**src/rtl/karatsuba_seq.sv**
```systemverilog
// Sequential Karatsuba multiplier: one (H+1)x(H+1) multiplier is reused for the
// low, high and middle sub-products, then COMBINE assembles the full product.
module karatsuba_seq #(
  parameter  int WIDTH = 16,
  localparam int H     = WIDTH / 2
) (
  input  logic                 clk,
  input  logic                 rst,
  input  logic                 start,
  input  logic [WIDTH-1:0]     X,
  input  logic [WIDTH-1:0]     Y,
  output logic                 ready,
  output logic                 done,
  output logic [2*WIDTH-1:0]   Z,
  output logic [2:0]           state_dbg
);

  generate
    if (WIDTH < 4 || (WIDTH % 2) != 0) begin : g_bad_width
      $error("karatsuba_seq: WIDTH must be even and >= 4");
    end
  endgenerate

  typedef enum logic [2:0] {
    IDLE    = 3'd0,
    P_LO    = 3'd1,
    P_HI    = 3'd2,
    P_MID   = 3'd3,
    COMBINE = 3'd4
  } state_t;

  state_t state, state_n;

  logic [H-1:0]     xl, xh, yl, yh;
  logic [2*H-1:0]   z0, z2;
  logic [2*H+1:0]   zm;

  logic [H:0]       mul_a, mul_b;
  logic [2*H+1:0]   prod;
  logic [2*H+1:0]   z1;
  logic [2*WIDTH:0] sum;
  logic             unused_carry;

  // Operand mux feeding the single shared multiplier.
  always_comb begin
    mul_a = '0;
    mul_b = '0;
    case (state)
      P_LO: begin
        mul_a = {1'b0, xl};
        mul_b = {1'b0, yl};
      end
      P_HI: begin
        mul_a = {1'b0, xh};
        mul_b = {1'b0, yh};
      end
      P_MID: begin
        mul_a = {1'b0, xl} + {1'b0, xh};
        mul_b = {1'b0, yl} + {1'b0, yh};
      end
      default: ;
    endcase
  end

  assign prod = {{(H+1){1'b0}}, mul_a} * {{(H+1){1'b0}}, mul_b};

  // z1 cannot go negative, and the final sum never carries past 2*WIDTH bits.
  assign z1  = zm - {2'b00, z2} - {2'b00, z0};
  assign sum = {1'b0, z2, {WIDTH{1'b0}}}
             + ({{(WIDTH-1){1'b0}}, z1} << H)
             + {{(WIDTH+1){1'b0}}, z0};
  assign unused_carry = sum[2*WIDTH];

  always_comb begin
    state_n = state;
    case (state)
      IDLE:    if (start) state_n = P_LO;
      P_LO:    state_n = P_HI;
      P_HI:    state_n = P_MID;
      P_MID:   state_n = COMBINE;
      COMBINE: state_n = IDLE;
      default: state_n = IDLE;
    endcase
  end

  assign ready     = (state == IDLE);
  assign state_dbg = state;

  always_ff @(posedge clk) begin
    if (rst) begin
      state <= IDLE;
      xl    <= '0;
      xh    <= '0;
      yl    <= '0;
      yh    <= '0;
      z0    <= '0;
      z2    <= '0;
      zm    <= '0;
      Z     <= '0;
      done  <= 1'b0;
    end else begin
      state <= state_n;
      done  <= 1'b0;
      case (state)
        IDLE: begin
          if (start) begin
            xl <= X[H-1:0];
            xh <= X[WIDTH-1:H];
            yl <= Y[H-1:0];
            yh <= Y[WIDTH-1:H];
          end
        end
        P_LO:    z0 <= prod[2*H-1:0];
        P_HI:    z2 <= prod[2*H-1:0];
        P_MID:   zm <= prod;
        COMBINE: begin
          Z    <= sum[2*WIDTH-1:0];
          done <= 1'b1;
        end
        default: ;
      endcase
    end
  end

endmodule
```
**config.mk**
```make
export PLATFORM = sky130hd
export DESIGN_NAME = karatsuba_seq
export DESIGN_NICKNAME = d
export VERILOG_FILES = /design/src/rtl/karatsuba_seq.sv
export SDC_FILE = /design/constraint.sdc
export NUM_CORES = 1
export LEC_CHECK = 0
export CAP_MARGIN = 15
export CELL_PAD_IN_SITES_DETAIL_PLACEMENT = 1
export CELL_PAD_IN_SITES_GLOBAL_PLACEMENT = 1
export CORE_ASPECT_RATIO = 1.2
export CORE_MARGIN = 4
export CORE_UTILIZATION = 45
export DETAILED_ROUTE_END_ITERATION = 6
export PLACE_DENSITY = 0.8
export SETUP_SLACK_MARGIN = 0.15
export SLEW_MARGIN = 30
export SYNTH_ARGS = -nofsm -noshare
export SYNTH_HDL_FRONTEND = slang
export SYNTH_SLANG_ARGS = --single-unit
```
**constraint.sdc**
```tcl
create_clock -name clk -period 6.95 [get_ports clk]
set_clock_uncertainty 0.1 [all_clocks]
set_input_delay 1.0425 -clock clk [delete_from_list [all_inputs] [get_ports clk]]
set_output_delay 1.0425 -clock clk [all_outputs]
set_load 0.01 [all_outputs]
```
Word-level counts from Yosys, hierarchy flattened
Index checks and enable logic that the tools add are counted.
{"block": "totals", "word_cells": 29, "inputBits": 35, "out_inout_bits": 37, "reg_bits": 118}
{"block": "classes", "mux": 5, "eq_ne": 5, "n_mul": 1, "reduce_logical": 2, "n_addsub": 6}
{"operator": "$pmux W9 S3", "n": 2}
{"operator": "$sub A18 B16 Y18", "n": 2}
{"operator": "$add A32 B16 Y32", "n": 1}
{"operator": "$add A32 B26 Y32", "n": 1}
{"operator": "$add A8 B8 Y9", "n": 2}
{"operator": "$mul A9 B9 Y18", "n": 1}
{"operator": "$pmux W3 S4", "n": 1}
{"operator": "$eq A3 B2 Y1 const B", "n": 2}
{"operator": "$eq A3 B1 Y1 const B", "n": 1}
{"operator": "$eq A3 B3 Y1 const B", "n": 1}
{"operator": "$logic_not A3 Y1", "n": 1}
{"operator": "$mux W3", "n": 1}
{"operator": "$ne A2 B2 Y1 const B", "n": 1}
{"operator": "$reduce_and A2 Y1", "n": 1}
{"operator": "$mux W1", "n": 1}

Depth between registers and ports, before layout
{"block": "logic_depth", "word_depth": 4, "ltp_mapped": 29, "depth_no_buf": 29}

Worst setup path before layout
Ideal clock, no wire load.
{"block": "synth_path", "path_kind": "reg-to-reg", "from": "register yl[0]", "to": "register zm[17]", "arrival_ns": 6.060, "t_required_ns": 6.736, "path_stages_with_launch": 27, "path_slack_ns": 0.676, "setup_time_ns": 0.114, "path_buffers": 0, "synth_period_minus_slack_ns": 6.274, "cell_sequence": "dfxtp_1 > ha_1 > inv_1 > fa_1 > nor2b_1 > o21ai_0 > a21boi_0 > o21ai_0 > a21boi_0 > o21ai_0 > a21oi_1 > nand2_1 > fa_1 > fa_1 > inv_1 > fa_1 > inv_1 > fa_1 > inv_1 > ha_1 > o311ai_0 > o31ai_1 > a21o_1 > a21oi_1 > o21ai_0 > xnor2_1 > a21o_1"}
{"block": "synth_between", "elab_chain_len": 3}
{"element": "start, declared", "line": "34", "text": "logic [H-1:0] xl, xh, yl, yh;"}
{"element": "start signal, assigned", "line": "109", "text": "yl <= Y[H-1:0];"}
{"element": "$add A8 B8 Y9", "line": "59", "text": "mul_b = {1'b0, yl} + {1'b0, yh};"}
{"element": "$pmux W9 S3 *", "line": "48", "text": "case (state)"}
{"element": "$mul A9 B9 Y18 *", "line": "65", "text": "assign prod = {{(H+1){1'b0}}, mul_a} * {{(H+1){1'b0}}, mul_b};"}
{"element": "end signal, assigned", "line": "115", "text": "P_MID: zm <= prod;"}
{"element": "end, declared", "line": "36", "text": "logic [2*H+1:0] zm;"}
Every way passes the cells marked *; elsewhere a longest branch is shown, timed or not.
A chain may end at the register's enable or synchronous reset.

Worst setup path in the final report
{"block": "layout_path", "from": "register xh[0]", "to": "register z0[14]"}
{"block": "layout_between", "elab_chain_len": 3}
{"element": "start, declared", "line": "34"}
{"element": "start signal, assigned", "line": "108", "text": "xh <= X[WIDTH-1:H];"}
{"element": "$add A8 B8 Y9", "line": "58", "text": "mul_a = {1'b0, xl} + {1'b0, xh};"}
{"element": "$pmux W9 S3 *", "line": "48"}
{"element": "$mul A9 B9 Y18 *", "line": "65"}
{"element": "end signal, assigned", "line": "113", "text": "P_LO: z0 <= prod[2*H-1:0];"}
{"element": "end, declared", "line": "35", "text": "logic [2*H-1:0] z0, z2;"}
Marks and branches as above.

==> run metrics <==
Final WS setup=0.548 ns; Setup Buffers After CTS=0; Leak=4.80 nW; drt first pass iters=4; sequential fraction of the synthesis area=0.245; Synthesized Nets=1408; n_diodes=0; CTS buffer count=17; Ports=72; Vias=8557; Worst Max-Slew Pin Slew=0.897 ns; Clk pin slew, worst setup/hold paths=0.06 ns; clock share of power=0.421; top-count cell post-synth=nand2_1; Seq pwr share=0.357; Starting DRT DRC Count=310; Clock Latency Late Sink=0.43 ns; Sw Pwr=0.652 mW; final WL=27600 um; Fin. Hold Viols=0; switch share=0.325; complex-gate fraction of the synthesized area=0.183; top post-synthesis cells by count=243 x nand2_1, 148 x a21oi_1, 126 x inv_1; xor/xnor share of the synthesized area=0.0482; total negative slack=0 ns; critical path required time=7.13 ns; VDD IR max=0.168 mV; EDFF count, synth=0; Combinational Power Share=0.222; worst-path maximum fanout=5; adder-cell area share of the yosys netlist=0.259; status=finished clean; largest net degree at the start of global routing=87; Post-DP HPWL=21700 um; HP Class=flop to flop; ratio of cells with drive above 1 in the final layout=0.0677; Worst setup SP type=flop; Port Buffers=71; GRT overflow=0; remaining antenna violation count=0; Post-CTS Hold Buffers=0; Root Buffer=clkbuf_16; Max-cap violations=0; post_cts resized=0; core area=0.0210 mm^2; post-synth top area cell=dfxtp_1; Die ar.=0.0238 mm^2; FMAX=0.156 GHz; routed wire length per instance=17.6 um; flops & latches, synth=118; pre-CTS setup slack=0.242 ns; final cycle utilization of the critical path=0.921; CTS Buffer Depth=2; yosys warns=0; synthesized area=0.00963 mm^2; Rel. slew slack=0.402; top cells by area, synth=dfxtp_1 25%, fa_1 14%, ha_1 12%; DRC viols=0; post-layout min period=6.40 ns; Max Transition Viols Final=0; simple-gate portion of the synthesized area=0.189; gp weighted congestion=0.918; unrepaired setup endpoints after global routing=no; Filler cells=2560; Top FF cell, synth=dfxtp_1; Crit. End Element=flop; first-pass GRT wire length=45700 um; crit path DAT=6.58 ns; top-area cell type share of the netlist area=0.245; hold slack=0.352 ns; Syn Area/Cell=7.92 um^2; synth unique cells=56; # rows=58; internal power=1.36 mW; number of global-route vias before repair=9406; via density per instance=5.45; Die Span X=142 um; Synth async-reset ratio=0; Initial Util=0.459; largest family of logic cells by synthesized area=adder cells; clock sinks=118; Tot Pwr=2.01 mW; CTS tree=yes; area grow syn2layout=17.5%; final setup fails=0; H-tree depth=4; Final #Nets=1480; PwrDens=178 mW/mm^2; GRT Util Overall=0.237; Synth Instances=1215; Die Y=168 um; WS Path Type=flop to flop; number of antenna violations at the first check in global routing=0; mux contribution to synthesized area=0.00819
==> critical path: stages (launching register included) <==
cell	delay, ns
dfxtp_1	0.37
ha_1	0.19
inv_1	0.06
fa_1	0.39
nor2b_1	0.14
o21ai_0	0.10
a21boi_1	0.20
o21ai_0	0.15
a21boi_1	0.25
a21oi_1	0.09
a21oi_1	0.17
buf_4	0.16
nor2_1	0.06
fa_1	0.51
inv_1	0.06
fa_1	0.46
fa_1	0.52
fa_1	0.54
inv_1	0.04
ha_1	0.33
or2_2	0.31
a21oi_1	0.19
a211oi_1	0.10
nor3_1	0.24
xor2_1	0.29
or3_1	0.15
o31ai_1	0.06
==> final timing paths <==
path / from / endpoint / slack, ns / cells past startpoint
worst max register to register: xh[0] / z0[14] / 0.55 / 26
worst max-delay path: xh[0] / z0[14] / 0.55 / 26
worst min-delay path: Z[20] / Z[20] / 0.35 / 2
worst min register to register: Z[20] / Z[20] / 0.35 / 2
==> cell families after synthesis <==
logic type,count (synthesis)
xor gates and xnor gates,53
muxes,7
buffers and inverters,172
AOI/OAI and AO/OA,284
DFF,118
adders and majority gates,158
and+or+nand+nor,423
==> metal layers <==
metal	wire length, um	up-vias	track usage
li1	-	4154	-
met3	874	72	0.0372
met2	15000	158	0.462
met1	10300	4173	0.242
met4	1440	0	0.116
met5	0	-	0
==> metrics by stage <==
step | instances | area (um^2) | util
global route | 1570 | 11300 | 0.539
global placement | 1537 | 10700 | 0.510
CTS | 1570 | 11300 | 0.537
detailed placement | 1538 | 10700 | 0.511
floorplan | 1215 | 9630 | -
finish | 1570 | 11300 | 0.539
==> cell type report <==
class,count,area (um^2),area share
Clock inverter,14,119,0.0105
Tap cell,270,338,0.0299
Multi-Input combinational cell,925,6660,0.589
Sequential cell,118,2360,0.209
Inverter,126,473,0.0418
Timing Repair Buffer,99,922,0.0815
Clock buffer,18,439,0.0388
==> registers in the layout (all words and copies together) (netlist names) <==
name	count
zm	18
xl	8
done	1
z0	16
xh	8
Z	32
yh	8
state_dbg	3
z2	16
yl	8
==> placed cells by master, fill, tap and decap left out, types with 14 or more instances in the layout <==
cell type        Yosys  routed
xor2_1              14      14
nor2b_1             16      16
dfxtp_1            118     118
ha_1                89      89
fa_1                69      69
nand2b_1            18      18
buf_4                0      28
inv_1              126     126
o21ai_0             27      26
a21oi_1            148     145
a211oi_1            17      17
clkbuf_16            0      17
nor3_1              14      14
nor2_1              85      85
a21o_1              29      29
nand2_1            243     242
clkdlybuf4s50_1      0      70
xnor2_1             39      39
==> power by group through the flow <==
| stage | logic (mW) | registers [mW] | clock network (mW) |
|---|---|---|---|
| 3_5_place_dp | 0.437 | 0.733 | 0 |
| 5_1_grt | 0.496 | 0.720 | 0.890 |
| 2_1_floorplan | 0.316 | 0.723 | 0 |
| 4_1_cts | 0.444 | 0.718 | 0.857 |
| 3_3_place_gp | 0.426 | 0.731 | 0 |
| 6_report | 0.445 | 0.718 | 0.845 |
(Power assumes the default switching activity.)
